`config.mk`:
```
export PLATFORM = sky130hd
export DESIGN_NAME = dpram_fifo_ctrl
export DESIGN_NICKNAME = d
export VERILOG_FILES = /design/src/rtl/dpram_pkg.sv /design/src/rtl/dpram_fifo_obuf.sv /design/src/rtl/dpram_fifo_ctrl.sv
export SDC_FILE = /design/constraint.sdc
export NUM_CORES = 1
export LEC_CHECK = 0
export CAP_MARGIN = 10
export CORE_ASPECT_RATIO = 1.5
export CORE_UTILIZATION = 25
export DETAILED_ROUTE_END_ITERATION = 8
export DONT_BUFFER_PORTS = 1
export MAX_ROUTING_LAYER = met4
export PLACE_DENSITY = 0.5
export SYNTH_ARGS = -nofsm -noshare
export SYNTH_HDL_FRONTEND = slang
export SYNTH_SLANG_ARGS = --single-unit
```
`constraint.sdc`:
```
create_clock -name clk -period 4.12 [get_ports clk]
set_clock_uncertainty 0.05 [all_clocks]
set_input_delay 1.236 -clock clk [delete_from_list [all_inputs] [get_ports clk]]
set_output_delay 1.236 -clock clk [all_outputs]
set_load 0.05 [all_outputs]
```
`src/rtl/dpram_pkg.sv`:
```
// Shared sizing for the dual-port-RAM FIFO controller: default widths,
// RAM depth and pointer width.
package dpram_pkg;

    localparam int ADDR_WIDTH_DEF = 4;
    localparam int DATA_WIDTH_DEF = 8;

    function automatic int depth_of(input int addr_width);
        return 1 << addr_width;
    endfunction

    localparam int DEPTH     = depth_of(ADDR_WIDTH_DEF);
    localparam int PTR_WIDTH = ADDR_WIDTH_DEF + 1;

endpackage

```
`src/rtl/dpram_fifo_obuf.sv`:
```
// Two-entry output buffer sitting behind the RAM read port; head is the
// oldest word and is always presented as registered read data.
module dpram_fifo_obuf
    import dpram_pkg::*;
#(
    parameter int DATA_WIDTH = DATA_WIDTH_DEF
) (
    input  logic                  clk,
    input  logic                  rst,
    input  logic                  flush,
    input  logic                  cap,
    input  logic [DATA_WIDTH-1:0] cap_data,
    input  logic                  pop,
    output logic [1:0]            cnt,
    output logic [DATA_WIDTH-1:0] head
);

    logic [DATA_WIDTH-1:0] tail;

    // The read scheduler never captures into a full buffer without a pop.
    always_ff @(posedge clk or negedge rst) begin
        if (!rst) begin
            cnt  <= 2'd0;
            head <= '0;
            tail <= '0;
        end else if (flush) begin
            cnt <= 2'd0;
        end else begin
            case ({cap, pop})
                2'b10: begin
                    if (cnt == 2'd0) head <= cap_data;
                    else             tail <= cap_data;
                    cnt <= cnt + 2'd1;
                end
                2'b01: begin
                    head <= tail;
                    cnt  <= cnt - 2'd1;
                end
                2'b11: begin
                    if (cnt == 2'd1) begin
                        head <= cap_data;
                    end else begin
                        head <= tail;
                        tail <= cap_data;
                    end
                end
                default: ;
            endcase
        end
    end

endmodule

```
`src/rtl/dpram_fifo_ctrl.sv`:
```
// FIFO controller wrapping an external dual-port RAM with one-cycle read
// latency; owns the pointers, full/empty logic and both RAM ports.
module dpram_fifo_ctrl
    import dpram_pkg::*;
#(
    parameter int ADDR_WIDTH = ADDR_WIDTH_DEF,
    parameter int DATA_WIDTH = DATA_WIDTH_DEF
) (
    input  logic                  clk,
    input  logic                  rst,
    input  logic                  flush,
    input  logic                  s_valid,
    output logic                  s_ready,
    input  logic [DATA_WIDTH-1:0] s_data,
    output logic                  m_valid,
    input  logic                  m_ready,
    output logic [DATA_WIDTH-1:0] m_data,
    output logic [ADDR_WIDTH+1:0] level,
    output logic                  wr_en,
    output logic [ADDR_WIDTH-1:0] wr_addr,
    output logic [DATA_WIDTH-1:0] wr_data,
    output logic                  rd_en,
    output logic [ADDR_WIDTH-1:0] rd_addr,
    input  logic [DATA_WIDTH-1:0] rd_data
);

    localparam int PW = ADDR_WIDTH + 1;
    localparam int LW = ADDR_WIDTH + 2;
    localparam logic [PW-1:0] RAM_DEPTH = PW'(depth_of(ADDR_WIDTH));

    logic [PW-1:0] wr_ptr, rd_ptr, ram_used;
    logic          inflight;
    logic [1:0]    obuf_cnt;
    logic          wr_fire, pop;
    logic [2:0]    occ_after_pop;

    // Valid/ready: a word moves on a posedge where valid and ready are both
    // high; valid never waits on ready, ready depends only on state and flush.
    assign ram_used = wr_ptr - rd_ptr;
    assign s_ready  = (ram_used < RAM_DEPTH) && !flush;
    assign wr_fire  = s_valid && s_ready;
    assign wr_en    = wr_fire;
    assign wr_addr  = wr_ptr[ADDR_WIDTH-1:0];
    assign wr_data  = wr_fire ? s_data : '0;

    // ram_used excludes this cycle's write, so a word is never read as it lands.
    assign pop           = m_valid && m_ready;
    assign occ_after_pop = {1'b0, obuf_cnt} + {2'b00, inflight} - {2'b00, pop};
    assign rd_en         = (ram_used != '0) && (occ_after_pop < 3'd2) && !flush;
    assign rd_addr       = rd_ptr[ADDR_WIDTH-1:0];

    assign m_valid = (obuf_cnt != 2'd0);
    assign level   = LW'(ram_used) + LW'(inflight) + LW'(obuf_cnt);

    always_ff @(posedge clk or negedge rst) begin
        if (!rst) begin
            wr_ptr   <= '0;
            rd_ptr   <= '0;
            inflight <= 1'b0;
        end else if (flush) begin
            wr_ptr   <= '0;
            rd_ptr   <= '0;
            inflight <= 1'b0;
        end else begin
            if (wr_fire) wr_ptr <= wr_ptr + PW'(1);
            if (rd_en)   rd_ptr <= rd_ptr + PW'(1);
            inflight <= rd_en;
        end
    end

    dpram_fifo_obuf #(
        .DATA_WIDTH(DATA_WIDTH)
    ) u_obuf (
        .clk     (clk),
        .rst     (rst),
        .flush   (flush),
        .cap     (inflight),
        .cap_data(rd_data),
        .pop     (pop),
        .cnt     (obuf_cnt),
        .head    (m_data)
    );

endmodule

```
==> out/qor.yml <==
sta:
  tightest_slew_ps: 1139
  final_hold_viol_count: 0
  setup_viol: 0
  layout_min_cycle_time_ps: 4030
  post-route-period-util: 0.9782
  fmax_mhz: 248.1
  maxSlewViolCount: 0
  fin_setup_tns_ps: 0
  relSlewSlack: 0.2407
yosys:
  ys_warn_count: 0
  ys_types: 35
  synth_area_sq_um: 1909
  seq_area_frac_synth: 0.3801
  synth_top_area_frac: 0.3801
  syn_inst: 195
  yosys-top-cells-area: "dfrtp_1 (38%), mux2i_1 (6.3%), ha_1 (5.9%), mux2_2 (5.3%), fa_1 (4.2%)"
  synth_largest_area_cell: "dfrtp_1"
  synth-seq-cells: 29
  synthTopCellsByCount: "dfrtp_1 (29), nor2_1 (19), a21oi_1 (14)"
  syn_nets: 229
  synth_edf_count: 0
  avgSynthCellArea_sq_um: 9.791
  synth-main-ff-cell: "dfrtp_1"
  async_reset_ff_frac: 1.000
  synthMostInstantiatedCell: "dfrtp_1"
hold_path:
  holdCritStartpoint: "wr_ptr[4]$_DFFE_PN0P_"
  hold_class: "flip-flop to flip-flop"
clock_network:
  cts_buffer_depth: 2
  ctsHtreeMaxLevel: 2
  clk_latency_ps: 270
  cts.reportedPaths.clkPinSlew_ps: 60
  cts_made_buffers: 5
  clock-root-buffer: "clkbuf_8"
  cts_tree: "yes"
  postCtsSetupRepairBufs: 0
  cts_sinks: 29
placement:
  port_buffers: 0
  hpwl_um: 3282
  gp_congestion: 0.7275
critical_path:
  end_kind: "output port"
  worstReg2RegStart: "u_obuf.cnt[1]$_DFFE_PN0P_"
  cp-start-kind: "primary input"
  setup.worst_path.class: "primary input to output port"
  worstPathArrival_ps: 2740
  path_max_fanout: 3
  cp.required_ps: 2830
  cp-startpoint: "m_ready"
floorplan:
  core_sq_um: 7322
  die_y_um: 109.0
  io-pin-count: 55
  fp.dieArea_sq_um: 7998
  rows: 38
  start_util: 0.2608
  fp.dieW_um: 73.36
grt:
  grt_pass1_vias: 1372
  grt_overflow_total: 0
  antenna_found_initial: 0
  grt_max_degree: 30
  grt_pass1_wl_um: 6658
  grt_use_total: 0.1138
drt:
  num_vias: 1386
  via_per_inst: 4.400
  drc: 0
  drt_wl_total_um: 4137
  ant_nets: 0
  first_iter_violations: 67
  wire_per_inst_um: 13.13
  drt_pre_antenna_iters: 4
cells_and_area:
  drive_above_1_share: 0.2512
  syn_to_final_growth_pct: 25.16
  antenna_cells: 0
  final_nets: 248
outcome:
  status: "finished clean"
flow_run:
  maxCapViolations: 0
==> cells by family after synthesis <==
group,count (synthesis),share of synthesized area
xor gates and xnor gates,12,0.05505
AOI/OAI and AO/OA,25,0.07994
buffers and inverters,28,0.07405
and+or+nand+nor,63,0.1691
DFF,29,0.3801
muxes,25,0.1409
adders and majority gates,13,0.1009
==> flip-flops by register name (all words and copies together), names as in the netlist <==
signal and cells:
rd_ptr 5, u_obuf.head 8, u_obuf.tail 8, u_obuf.cnt 2
inflight 1, wr_ptr 5
==> what timing repair did <==
item,in CTS,in global routing
hold buffers,0,0
endpoints found under the hold margin,0,0
setup endpoints to repair,0,2
resized for setup,0,4
==> per-stage QoR <==
stage,std cells,area [sq um],hold WS (ps),util,setup slack [ps]
floorplan,195,1924,416.1,-,6.567
global placement,307,2277,435.3,0.3110,79.84
detailed placement,307,2277,446.2,0.3110,67.68
CTS,315,2379,456.4,0.3248,47.97
global route,315,2390,467.9,0.3264,-3.122
finish,315,2390,447.4,0.3264,89.98
==> routing by layer <==
metal  up-vias  track usage  wire length [um]
met3         6      0.02957               286
met2        40       0.1991              2169
met5         -            -                 0
met4         0      0.04258                67
li1        678            -                 -
met1       662       0.1220              1613
==> path summary, 6_finish.rpt <==
kind / endpoint / slack (ps) / cells after the start
max reg2reg: rd_ptr[4]$_DFFE_PN0P_ / 1300 / 11
max: rd_en / 90 / 9
max in group asynchronous: rd_ptr[3]$_DFFE_PN0P_ / 3340 / 0
min in group asynchronous: u_obuf.tail[1]$_DFFE_PN0P_ / 600 / 0
min reg2reg: wr_ptr[4]$_DFFE_PN0P_ / 450 / 1
min: wr_ptr[4]$_DFFE_PN0P_ / 450 / 1
==> cells in the final DEF, fill, tap and decap left out, types with 2 or more instances in the layout <==
| master | count |
|---|---|
| xnor2_2 | 2 |
| fa_1 | 4 |
| a21oi_1 | 14 |
| xnor2_1 | 6 |
| nor3_1 | 2 |
| nor2_1 | 19 |
| nor2b_1 | 5 |
| mux2_1 | 3 |
| mux2i_1 | 12 |
| xor2_1 | 4 |
| and2_1 | 8 |
| o21ai_0 | 3 |
| inv_1 | 13 |
| ha_1 | 9 |
| o21ai_1 | 2 |
| buf_4 | 18 |
| nand4_1 | 3 |
| clkbuf_8 | 7 |
| or2_1 | 2 |
| dfrtp_1 | 28 |
| buf_12 | 9 |
| nand2_1 | 11 |
| a211oi_1 | 2 |
| mux2_2 | 9 |
| nand2b_1 | 5 |
==> final cells by class <==
| cell class | count | area (sq um) |
|---|---|---|
| well taps | 100 | 125.1 |
| inverters | 13 | 48.80 |
| clock inverters | 1 | 5.005 |
| repair buffers | 27 | 315.3 |
| clock buffers | 7 | 96.34 |
| flip-flops and latches | 29 | 726.9 |
| fillers | 765 | 4932 |
| multi-input cells | 138 | 1072 |
==> critical path, stage by stage <==
cell and delay, ps:
nor2b_2 180, xnor2_2 140, nand2_1 90, fa_1 420, xnor2_2 160, nand2_1 80, a21oi_2 120, nor2b_4 180
buf_12 140
Power is left out: the tool's default activity adds up to more than one toggle a clock period on the data nets, which glitch-free logic cannot reach.
